--- config.mk ---
export PLATFORM = sky130hd
export DESIGN_NAME = aes_stream_scheduler
export DESIGN_NICKNAME = d
export VERILOG_FILES = /design/src/rtl/aes_pkg.sv /design/src/rtl/rr_arbiter2.sv /design/src/rtl/aes_stream_scheduler.sv
export SDC_FILE = /design/constraint.sdc
export NUM_CORES = 1
export LEC_CHECK = 0
export CORE_AREA = 2 2 406 408
export CTS_BUF_LIST = sky130_fd_sc_hd__clkbuf_2
export CTS_CLUSTER_SIZE = 10
export DETAILED_ROUTE_END_ITERATION = 6
export DIE_AREA = 0 0 408 410
export GPL_ROUTABILITY_DRIVEN = 0
export RECOVER_POWER = 25
export SLEW_MARGIN = 20
export SYNTH_ARGS = -nofsm -noshare
export SYNTH_HDL_FRONTEND = slang
export SYNTH_SLANG_ARGS = --single-unit
--- constraint.sdc ---
create_clock -name clk -period 14.1 [get_ports clk]
set_input_delay 2.82 -clock clk [delete_from_list [all_inputs] [get_ports clk]]
set_output_delay 2.82 -clock clk [all_outputs]
set_load 0.1 [all_outputs]
--- src/rtl/aes_pkg.sv ---
// Shared types and constants for the AES-128 stream scheduler.
package aes_pkg;

  localparam int unsigned AES_LATENCY = 11;

  typedef enum logic [2:0] {
    IDLE,
    DRAIN,
    KSTART,
    KWAIT_LO,
    KWAIT_HI,
    RUN
  } sched_state_e;

  typedef struct packed {
    logic vld;
    logic id;
  } tag_t;

endpackage

--- src/rtl/rr_arbiter2.sv ---
// Two-way round-robin grant; the pointer names the requester favoured on a tie.
module rr_arbiter2 (
  input  logic       clk,
  input  logic       reset,
  input  logic       enable,
  input  logic [1:0] valid,
  output logic [1:0] grant,
  output logic       grant_id
);

  logic rr_q;

  always_comb begin
    grant = 2'b00;
    if (enable) begin
      unique case (valid)
        2'b01:   grant = 2'b01;
        2'b10:   grant = 2'b10;
        2'b11:   grant = rr_q ? 2'b10 : 2'b01;
        default: grant = 2'b00;
      endcase
    end
  end

  assign grant_id = grant[1];

  // After any transfer, favour the requester that was not served.
  always_ff @(posedge clk or posedge reset) begin
    if (reset) begin
      rr_q <= 1'b0;
    end else if (|grant) begin
      rr_q <= ~grant_id;
    end
  end

endmodule

--- src/rtl/aes_stream_scheduler.sv ---
// Key-expansion sequencing, 2-way block arbitration and response routing for the
// pipelined AES-128 core.
module aes_stream_scheduler
  import aes_pkg::*;
#(
  parameter int unsigned LATENCY = AES_LATENCY
) (
  input  logic         clk,
  input  logic         reset,
  input  logic [127:0] key_in,
  input  logic         key_load,
  output logic         key_busy,
  input  logic [127:0] req0_data,
  input  logic         req0_valid,
  output logic         req0_ready,
  input  logic [127:0] req1_data,
  input  logic         req1_valid,
  output logic         req1_ready,
  output logic [127:0] rsp0_data,
  output logic         rsp0_valid,
  output logic [127:0] rsp1_data,
  output logic         rsp1_valid,
  output logic         err,
  output logic         aes_start,
  output logic [127:0] aes_key,
  input  logic         aes_key_ready,
  output logic [127:0] aes_data,
  output logic         aes_data_valid,
  input  logic [127:0] aes_out,
  input  logic         aes_done
);

  localparam int unsigned CntW = $clog2(LATENCY + 1);

  sched_state_e     state_q, state_d;
  tag_t             tag_q [LATENCY];
  tag_t             tail;
  logic [CntW-1:0]  inflight_q;
  logic [1:0]       grant;
  logic             grant_id;
  logic             grant_en;
  logic             xfer;
  logic             key_busy_q;
  logic             aes_start_q;
  logic [127:0]     aes_key_q;
  logic [127:0]     rsp0_data_q, rsp1_data_q;
  logic             rsp0_valid_q, rsp1_valid_q;
  logic             err_q;

  // key_load takes priority over any request in the same cycle.
  assign grant_en = (state_q == RUN) && !key_load;

  rr_arbiter2 u_arb (
    .clk      (clk),
    .reset    (reset),
    .enable   (grant_en),
    .valid    ({req1_valid, req0_valid}),
    .grant    (grant),
    .grant_id (grant_id)
  );

  assign xfer           = |grant;
  assign req0_ready     = grant[0];
  assign req1_ready     = grant[1];
  assign aes_data_valid = xfer;
  assign aes_data       = grant_id ? req1_data : req0_data;
  assign tail           = tag_q[LATENCY-1];

  always_comb begin
    state_d = state_q;
    unique case (state_q)
      IDLE, RUN: state_d = state_q;
      DRAIN:     if (inflight_q == '0) state_d = KSTART;
      KSTART:    state_d = KWAIT_LO;
      KWAIT_LO:  if (!aes_key_ready) state_d = KWAIT_HI;
      KWAIT_HI:  if (aes_key_ready) state_d = RUN;
      default:   state_d = IDLE;
    endcase
    if (key_load) state_d = DRAIN;
  end

  // Outputs registered from the next state so they align with the state they describe.
  always_ff @(posedge clk or posedge reset) begin
    if (reset) begin
      state_q     <= IDLE;
      key_busy_q  <= 1'b0;
      aes_start_q <= 1'b0;
      aes_key_q   <= '0;
    end else begin
      state_q     <= state_d;
      key_busy_q  <= (state_d != RUN);
      aes_start_q <= (state_d == KSTART);
      if (key_load) aes_key_q <= key_in;
    end
  end

  always_ff @(posedge clk or posedge reset) begin
    if (reset) begin
      for (int i = 0; i < int'(LATENCY); i++) tag_q[i] <= '0;
      inflight_q <= '0;
    end else begin
      tag_q[0] <= tag_t'{vld: xfer, id: grant_id};
      for (int i = 1; i < int'(LATENCY); i++) tag_q[i] <= tag_q[i-1];
      unique case ({xfer, tail.vld})
        2'b10:   inflight_q <= inflight_q + CntW'(1);
        2'b01:   inflight_q <= inflight_q - CntW'(1);
        default: inflight_q <= inflight_q;
      endcase
    end
  end

  always_ff @(posedge clk or posedge reset) begin
    if (reset) begin
      rsp0_data_q  <= '0;
      rsp1_data_q  <= '0;
      rsp0_valid_q <= 1'b0;
      rsp1_valid_q <= 1'b0;
      err_q        <= 1'b0;
    end else begin
      rsp0_valid_q <= 1'b0;
      rsp1_valid_q <= 1'b0;
      if (tail.vld && aes_done) begin
        if (tail.id) begin
          rsp1_data_q  <= aes_out;
          rsp1_valid_q <= 1'b1;
        end else begin
          rsp0_data_q  <= aes_out;
          rsp0_valid_q <= 1'b1;
        end
      end
      // A done without a matching tag (or a missing done) means the core lost sync.
      if (tail.vld != aes_done) err_q <= 1'b1;
    end
  end

  assign key_busy   = key_busy_q;
  assign aes_start  = aes_start_q;
  assign aes_key    = aes_key_q;
  assign rsp0_data  = rsp0_data_q;
  assign rsp0_valid = rsp0_valid_q;
  assign rsp1_data  = rsp1_data_q;
  assign rsp1_valid = rsp1_valid_q;
  assign err        = err_q;

endmodule

==> flow_metrics.py, run 1 <==
metrics = {
    "power_and_ir_drop": {
        "p_clk_frac": 0.260,
        "p_sw_mw": 1.51,
        "p_leak_nw": 13.7,
        "comb_power_share": 0.359,
        "irDropWorstVdd_v": 0.0000670,
        "power_density_mw_per_mm2": 112,
        "p_int_mw": 1.99,
        "seqPwrFrac": 0.380,
        "switching_share": 0.431,
    },
    "setup_path": {
        "crit_start": "key_load",
        "r2r_end": "rsp0_data[47]$_DFFE_PP0P_",
        "worst_ep_arrival_time_ns": 6.55,
        "path_depth": 6,
        "r2r_slack_ns": 9.93,
        "endpoint_kind": "output port",
        "reg2reg_depth": 5,
        "crit_path_start_kind": "input pin",
        "crit_chain": "buf_6, and4bb_1, nand3_1, buf_12, mux2_4, clkdlybuf4s50_1",
        "cp_data_required_time_ns": 11.28,
        "path_buf_inv": 3,
        "crit_slowest_cell": "clkdlybuf4s50_1",
        "crit_fanout": 121,
        "endpoint": "aes_data[28]",
        "cp_top_family": "buffers and inverters",
        "cpPeakStageDelay_ns": 1.14,
        "rr_startpoint": "tag_q[1]$_DFF_PP0_",
        "criticalPathCategory": "in -> out",
    },
    "drt": {
        "drc": 0,
        "drt_iter0_markers": 723,
        "wl_per_cell_um": 25.2,
        "drt_first_pass_iters": 4,
        "detail-route-antenna-nets": 0,
        "vias_per_cell": 3.14,
        "routed-via-count": 14025,
        "wirelength_um": 112000,
    },
    "synthesis": {
        "yosysTopAreaCellShare": 0.603,
        "yosysWarnings": 0,
        "synth-seq-cells": 419,
        "synth_cell_types": 33,
        "yosysTopAreaCell": "dfrtp_1",
        "synth_top_cells_by_area": "dfrtp_1 (60%), mux2_2 (26%), mux2_4 (9.4%)",
        "syn-mean-instance-area_um2": 16.6,
        "synth_fp_nets": 1569,
        "yosysSeqAreaShare": 0.603,
        "syn-instance-count": 1045,
        "netlist_area_mm2": 0.0174,
    },
    "cts": {
        "cts.clk_slew.worst_paths_ns": 0.11,
        "cts-resized-gates": 0,
        "numCtsBuffers": 117,
        "cts_setup_buffers": 0,
        "htree_levels": 3,
        "hold_buffers": 0,
        "clockBufferDepth": 3,
        "cts.sinks": 419,
        "cts_tree": "built",
        "cts_root_buffer": "clkbuf_2",
        "clk-insertion-delay-late_ns": 1.43,
    },
    "status": {
        "violations": "capacitance limit, slew limit",
        "outcome": "finished, violations left",
    },
    "layout": {
        "drive_above_1_share": 0.348,
        "nets": 2681,
        "fin_area_mm2": 0.0312,
        "area_delta_synth_final_pct": 79.5,
    },
    "timing": {
        "tns_ns": 0,
        "period_share": 0.664,
        "setup_violations": 0,
        "slew_violations": 209,
        "hold_viol": 0,
        "rsz0062_at_grt": "false",
        "max_freq_mhz": 107,
        "layout_min_cycle_time_ns": 9.37,
        "clock_skew_ns": 0.124,
        "worst_slack_ns": 4.73,
        "slew_headroom": -3.14,
        "hold_ws_ns": 0.324,
        "tightest_slew_ns": 6.22,
    },
    "grt": {
        "track_usage": 0.130,
        "grt_pass1_vias": 14680,
        "grt_start_max_net_pins": 122,
        "globalRoute.totalOverflow": 0,
        "grt_pass1_wl_um": 144000,
        "antenna_found_initial": 74,
    },
    "floorplan": {
        "io_pins": 1039,
        "start_util": 0.106,
        "placementRows": 149,
        "fp.dieH_um": 410,
        "die_width_um": 408,
        "coreArea_mm2": 0.163,
        "die-area_mm2": 0.167,
    },
    "place": {
        "dp_hpwl_um": 95100,
        "io_buffer_count": 1038,
        "dpl-instance-area_mm2": 0.0302,
        "place_ws_ns": 5.09,
    },
    "worst_hold_path": {
        "worstHoldStart": "tag_q[7]$_DFF_PP0_",
        "hold_class": "reg -> reg",
    },
    "flow_run": {
        "cap_violations": 4,
    },
}
[cells in the mapped netlist (all sizes together)]
cell and number:
xnor2 1, mux2 513, and3 1, buf 40, or2 1, nand2 3, nor2 2, nand3 3
nand2b 2, a31oi 1, nor2b 2, nand3b 1, inv 10, a2111o 1, nor3b 3, or4b 1
o21ai 3, or4 2, dfrtp 419, fa 1, and4bb 1, o211ai 2, clkbuf 17, o311ai 2
ha 4, xor2 1, a21oi 7, mux2i 1
[registers in the layout (all words and copies together) (netlist names)]
register	count
key_busy	1
rsp1_valid	1
tag_q	22
aes_start	1
aes_key	128
state_q	3
inflight_q	4
rsp0_data	128
rsp1_data	128
rsp0_valid	1
err	1
u_arb.rr_q	1
[final cells by class]
class | count | area, um^2
fill | 17852 | 132000
timing repair buffer | 1050 | 10300
antenna | 31 | 77.6
clock buffer | 171 | 856
inverter | 10 | 38.8
tap | 2189 | 2740
multi-input combinational | 559 | 6520
sequential | 419 | 10500
clock inverter | 31 | 169
[layer usage]
metal	wire, um	track usage
met1	45300	0.159
met2	51100	0.206
met3	12400	0.0560
met4	3370	0.0380
met5	184	0
[worst register-to-register path, delay by kind of cell, from the launching register on]
family        cells  cell delay, ns
flops             1            0.55
mux               1            0.51
buf+inv           2            1.68
simple gates      1            1.01
fa+ha+maj         1            0.24
[placed cells by master, fill, tap and decap left out, types with 3 or more instances in the layout]
cell and n:
ha_1 4, dfrtp_1 419, clkinv_1 17, clkbuf_2 171, nor3b_1 3, buf_4 73, a21oi_1 7, mux2_2 404
diode_2 31, o21ai_0 3, nand2_1 3, clkinv_2 8, dlygate4sd3_1 3, mux2_4 109, inv_1 9, clkdlybuf4s50_1 966
nand3_1 3
[power by group through the flow]
stage / Sequential [mW] / Clock (mW) / Combinational, mW
finish: 1.33 / 0.910 / 1.26
global route: 1.34 / 1.03 / 1.29
CTS: 1.33 / 0.988 / 1.27
detailed placement: 1.35 / 0 / 1.26
global placement: 1.35 / 0 / 1.26
floorplan: 1.88 / 0 / 0.320
[metrics by stage]
| step | utilization | instances | power, mW |
|---|---|---|---|
| 3_5_place_dp | 0.185 | 4227 | 2.62 |
| 5_1_grt | 0.190 | 4432 | 3.67 |
| 4_1_cts | 0.191 | 4429 | 3.59 |
| 3_3_place_gp | 0.185 | 4227 | 2.61 |
| 6_report | 0.191 | 4460 | 3.50 |
| 2_1_floorplan | - | 1045 | 2.20 |
[worst min-delay path by stage]
| stage | endpoint | slack (ns) | depth (start not counted) |
|---|---|---|---|
| floorplan | tag_q[0]$_DFF_PP0_ | 0.33 | 0 |
| global placement | tag_q[9]$_DFF_PP0_ | 0.33 | 0 |
| finish | tag_q[5]$_DFF_PP0_ | 0.32 | 0 |
| detailed placement | tag_q[5]$_DFF_PP0_ | 0.33 | 0 |
| CTS | tag_q[5]$_DFF_PP0_ | 0.33 | 0 |
| global route | tag_q[5]$_DFF_PP0_ | 0.36 | 0 |
[cell families after synthesis]
kind of cell,after synthesis,synth area share
buf+inv,67,0.0217
compound gates,16,0.00575
mux,514,0.356
simple gates,22,0.00849
xor+xnor,2,0.00101
fa+ha+maj,5,0.00403
flops,419,0.603
(Power assumes the default switching activity.)
==> run 2: changes to the inputs <==
- clock period: 14.1 -> 7.65 ns (I/O delays scaled with it)
==> run 2 against run 1 <==
The run still ends with capacitance limit, slew limit left. Sequential share of layout area rose by 0.075 points. Setup slack worse by 3.1 ns. Global-route usage is 0.15 points higher. Clock skew increased by 0.069 ns. Count of clock-buffer cells in the layout decreased by 13. Power increased by 85%. Clock power up 87%. Critical path type is now reg -> out. Largest power group unchanged. Highest routed layer unchanged.
==> flow_metrics.py, run 2 (synthesis results as in run 1) <==
metrics = {
    "cts": {
        "cts.clk_slew.worst_paths_ns": 0.10,
        "hold_buffers": 0,
        "htree_levels": 3,
        "cts_root_buffer": "clkbuf_2",
        "cts_tree": "built",
        "clk-insertion-delay-late_ns": 1.40,
        "clockBufferDepth": 3,
        "numCtsBuffers": 112,
        "cts-resized-gates": 0,
        "cts_setup_buffers": 0,
        "cts.sinks": 419,
    },
    "drt": {
        "drc": 0,
        "detail-route-antenna-nets": 0,
        "drt_first_pass_iters": 5,
        "routed-via-count": 14258,
        "wl_per_cell_um": 25.6,
        "vias_per_cell": 3.20,
        "drt_iter0_markers": 810,
        "wirelength_um": 114000,
    },
    "timing": {
        "tns_ns": 0,
        "rsz0062_at_grt": "false",
        "slew_violations": 268,
        "hold_viol": 0,
        "layout_min_cycle_time_ns": 6.01,
        "tightest_slew_ns": 4.27,
        "worst_slack_ns": 1.64,
        "slew_headroom": -1.84,
        "max_freq_mhz": 166,
        "setup_violations": 0,
        "clock_skew_ns": 0.193,
        "period_share": 0.786,
        "hold_ws_ns": 0.250,
    },
    "layout": {
        "layout_commonest_cell": "clkdlybuf4s50_1",
        "fillers": 17843,
        "drive_above_1_share": 0.375,
        "area_delta_synth_final_pct": 79.1,
        "instances_no_fill": 4451,
        "nets": 2681,
        "layout_common_cells": "clkdlybuf4s50_1 (906), dfrtp_1 (419), mux2_2 (404), clkbuf_2 (159), buf_4 (139)",
        "multi_input_area_mm2": 0.00655,
        "seq_area_mm2": 0.0105,
        "fin_area_mm2": 0.0311,
    },
    "worst_hold_path": {
        "hold_depth": 0,
        "hold_class": "reg -> reg",
    },
    "place": {
        "place_ws_ns": 1.75,
        "io_buffer_count": 1038,
        "placed_cells": 4232,
        "dp_hpwl_um": 98000,
        "dpl-instance-area_mm2": 0.0301,
    },
    "setup_path": {
        "cpPeakStageDelay_ns": 1.12,
        "criticalPathCategory": "reg -> out",
        "endpoint_kind": "output port",
        "cp_data_required_time_ns": 6.12,
        "worst_ep_arrival_time_ns": 4.48,
        "path_buf_inv": 2,
        "crit_chain": "and4bb_1, nand3_4, buf_12, mux2_4, clkdlybuf4s50_1",
        "crit_path_start_kind": "flip-flop",
        "reg2reg_depth": 4,
        "crit_fanout": 47,
        "cp_top_family": "buffers and inverters",
        "r2r_slack_ns": 4.68,
        "crit_slowest_cell": "clkdlybuf4s50_1",
        "path_depth": 5,
    },
    "grt": {
        "grt_start_max_net_pins": 139,
        "grt_pass1_vias": 14687,
        "grt_pass1_wl_um": 145000,
        "globalRoute.totalOverflow": 0,
        "antenna_found_initial": 86,
        "track_usage": 0.131,
    },
    "power_and_ir_drop": {
        "power_density_mw_per_mm2": 208,
        "p_leak_nw": 13.8,
        "irDropWorstVdd_v": 0.000113,
    },
    "floorplan": {
        "die-area_mm2": 0.167,
        "placementRows": 149,
        "die_width_um": 408,
        "coreArea_mm2": 0.163,
        "fp.dieH_um": 410,
        "io_pins": 1039,
        "start_util": 0.106,
    },
    "status": {
        "violations": "capacitance limit, slew limit",
        "outcome": "finished, violations left",
    },
    "flow_run": {
        "cap_violations": 3,
    },
}
==> run 2: cell types whose count changed in the layout (fill, tap and decap cells not counted), sizes merged <==
| cell | previous run | this run |
|---|---|---|
| diode | 31 | 28 |
| clkinv | 27 | 25 |
| dlygate4sd3 | 3 | 1 |
| clkdlybuf4s50 | 966 | 906 |
| clkbuf | 173 | 163 |
| clkinvlp | 1 | 2 |
| buf | 79 | 143 |
| bufinv | 0 | 3 |
==> run 2: stage by stage <==
stage | utilization | power [mW]
after global placement | 0.184 | 4.82
after detailed placement | 0.184 | 4.83
after CTS | 0.190 | 6.62
after floorplan | - | 4.06
after global routing | 0.190 | 6.79
final | 0.190 | 6.47
==> run 2: cell type report <==
type / count / share of cell area
Antenna cell: 28 / 0.00225
Clock buffer: 158 / 0.0254
Clock inverter: 33 / 0.00799
Inverter: 10 / 0.00125
Multi-Input combinational cell: 559 / 0.210
Sequential cell: 419 / 0.337
Tap cell: 2189 / 0.0879
Timing Repair Buffer: 1055 / 0.328
==> run 2: routing by layer <==
| layer | vias up | GRT usage | wire length [um] | part of all wire |
|---|---|---|---|---|
| met3 | 191 | 0.0544 | 11400 | 0.10 |
| met2 | 768 | 0.205 | 52100 | 0.46 |
| li1 | 6070 | - | - | - |
| met4 | 36 | 0.0328 | 2160 | 0.019 |
| met5 | - | 0 | 241 | 0.0021 |
| met1 | 7193 | 0.167 | 48200 | 0.42 |
==> run 2: report_power, final <==
| group | switching [mW] | leakage (nW) | internal [mW] | total, mW |
|---|---|---|---|---|
| clock | 1.02 | 0.779 | 0.673 | 1.70 |
| sequential | 0.0870 | 5.52 | 2.36 | 2.45 |
| combinational | 1.64 | 7.46 | 0.688 | 2.33 |
| total | 2.75 | 13.8 | 3.72 | 6.47 |
==> run 2: worst paths after layout <==
path,start,end
worst max-delay path,state_q[1]$_DFF_PP0_,aes_data[54]
worst min-delay path,tag_q[3]$_DFF_PP0_,tag_q[1]$_DFF_PP0_
worst max register to register,tag_q[1]$_DFF_PP0_,rsp1_data[12]$_DFFE_PP0P_
worst min register to register,tag_q[3]$_DFF_PP0_,tag_q[1]$_DFF_PP0_
max in group asynchronous,reset,aes_key[63]$_DFFE_PP0P_
min in group asynchronous,reset,rsp0_data[73]$_DFFE_PP0P_
==> run 3: changes to the inputs <==
- CORE_AREA: 2 2 406 408 -> 2 2 408 410
- DIE_AREA: 0 0 408 410 -> 0 0 410 412
- clock period: 7.65 -> 6.3 ns (I/O delays scaled with it)
==> run 3 against run 2 <==
The run still ends with capacitance limit, slew limit left. Core utilization down 0.14 points. Global-route usage fell by 0.41 points. Combinational power rose by 21%. Cell count rose by 0.27%. Die area up 0.98%. Sequential share of layout area increased by 0.098 points. Critical path depth shrank 1. Wire length shrank 1.9%. Cell area is 0.29% lower.
==> flow_metrics.py, run 3 (synthesis results as in run 1) <==
metrics = {
    "cts": {
        "cts-resized-gates": 0,
        "numCtsBuffers": 117,
        "cts.sinks": 419,
        "cts_tree": "built",
        "htree_levels": 3,
        "cts_setup_buffers": 0,
        "hold_buffers": 0,
        "cts_root_buffer": "clkbuf_2",
        "cts.clk_slew.worst_paths_ns": 0.10,
        "clockBufferDepth": 3,
        "clk-insertion-delay-late_ns": 1.45,
    },
    "timing": {
        "worst_slack_ns": 0.743,
        "slew_headroom": -1.61,
        "layout_min_cycle_time_ns": 5.56,
        "period_share": 0.882,
        "slew_violations": 451,
        "tightest_slew_ns": 3.92,
        "max_freq_mhz": 180,
        "clock_skew_ns": 0.0934,
        "setup_violations": 0,
        "hold_ws_ns": 0.286,
        "hold_viol": 0,
        "rsz0062_at_grt": "false",
    },
    "floorplan": {
        "io_pins": 1039,
        "die-area_mm2": 0.169,
        "die_width_um": 410,
        "fp.dieH_um": 412,
        "start_util": 0.106,
        "coreArea_mm2": 0.164,
        "placementRows": 149,
    },
    "drt": {
        "drt_first_pass_iters": 4,
        "wl_met1_um": 45100,
        "detail-route-antenna-nets": 0,
        "wirelength_um": 112000,
        "drt_iter0_markers": 584,
        "routed-via-count": 13881,
        "met3WireLength_um": 11800,
        "vias_per_cell": 3.11,
        "wl_per_cell_um": 25.1,
        "top_layer_used": "met5",
        "met2WireLength_um": 52000,
        "drc": 0,
    },
    "power_and_ir_drop": {
        "irDropWorstVdd_v": 0.000159,
        "power_density_mw_per_mm2": 253,
        "total_power_mw": 7.85,
        "p_leak_nw": 13.8,
    },
    "setup_path": {
        "reg2reg_depth": 4,
        "criticalPathCategory": "reg -> out",
        "worst_ep_arrival_time_ns": 4.30,
        "r2r_slack_ns": 3.46,
        "endpoint_kind": "output port",
        "cp_data_required_time_ns": 5.04,
        "rr_startpoint": "tag_q[1]$_DFF_PP0_",
        "crit_fanout": 25,
        "crit_path_start_kind": "flip-flop",
        "r2r_end": "rsp0_data[63]$_DFFE_PP0P_",
    },
    "flow_run": {
        "cap_violations": 6,
    },
    "place": {
        "place_ws_ns": 1.10,
        "io_buffer_count": 1038,
        "dp_hpwl_um": 95700,
        "placed_cells": 4229,
    },
    "layout": {
        "layout_common_cells": "clkdlybuf4s50_1 (874), dfrtp_1 (419), mux2_2 (404), clkbuf_2 (172), buf_4 (167)",
        "layout_commonest_cell": "clkdlybuf4s50_1",
        "drive_above_1_share": 0.389,
        "area_delta_synth_final_pct": 78.5,
        "instances_no_fill": 4463,
        "multi_input_area_mm2": 0.00655,
        "nets": 2683,
        "fillers": 17887,
        "seq_area_mm2": 0.0105,
    },
    "worst_hold_path": {
        "hold_depth": 0,
        "min_to": "tag_q[11]$_DFF_PP0_",
        "hold_class": "reg -> reg",
        "worstHoldStart": "tag_q[13]$_DFF_PP0_",
    },
    "grt": {
        "globalRoute.totalOverflow": 0,
        "track_usage": 0.127,
        "grt_start_max_net_pins": 131,
        "grt_pass1_vias": 14573,
        "grt_pass1_wl_um": 141000,
        "antenna_found_initial": 73,
    },
    "status": {
        "outcome": "finished, violations left",
        "violations": "capacitance limit, slew limit",
    },
}
run 3: cell count changes in the layout (fill, tap and decap cells not counted), moves of 2 or more:
cell,delta
dlymetal6s4s_1,+2
clkdlybuf4s50_1,-32
clkinv_2,+2
buf_4,+28
bufinv_16,-2
clkinv_1,+5
clkbuf_2,+13
run 3: layer usage:
| layer | track usage | vias up |
|---|---|---|
| li1 | - | 6070 |
| met5 | 0 | - |
| met3 | 0.0592 | 180 |
| met2 | 0.199 | 751 |
| met4 | 0.0422 | 32 |
| met1 | 0.153 | 6848 |
run 3: report_power, final:
group / switching (mW) / internal [mW] / leakage (nW)
combinational: 1.99 / 0.828 / 7.49
clock: 1.27 / 0.785 / 0.816
sequential: 0.107 / 2.87 / 5.52
run 3: final cells by class:
type / instances / area share
sequential: 419 / 0.338
timing repair buffer: 1052 / 0.326
multi-input combinational: 559 / 0.211
tap: 2189 / 0.0882
clock buffer: 171 / 0.0276
clock inverter: 36 / 0.00649
antenna: 27 / 0.00218
inverter: 10 / 0.00125
run 3: worst max-delay path by stage:
stage / start / end / slack [ns] / cells past startpoint
4_1_cts: state_q[1]$_DFF_PP0_ / aes_data[125] / 0.48 / 4
6_report: state_q[1]$_DFF_PP0_ / aes_data[115] / 0.74 / 4
3_5_place_dp: req0_valid / aes_data[125] / 1.10 / 5
5_1_grt: state_q[1]$_DFF_PP0_ / aes_data[125] / 0.34 / 4
2_1_floorplan: reset / aes_key[0]$_DFFE_PP0P_ / -0.61 / 1
3_3_place_gp: req0_valid / aes_data[115] / 1.14 / 5
run 3: critical path, stage by stage (launching register included):
cell             delay (ns)
dfrtp_1                0.44
and4bb_1               0.48
nand3_4                0.54
mux2_4                 0.36
clkdlybuf4s50_1        1.12
run 3: per-stage QoR:
step | TNS, ns | area (um^2) | util
5_1_grt | 0 | 31000 | 0.189
2_1_floorplan | -256.23 | 17400 | -
3_5_place_dp | 0 | 30000 | 0.183
6_report | 0 | 31100 | 0.189
4_1_cts | 0 | 31000 | 0.189
3_3_place_gp | 0 | 30000 | 0.183
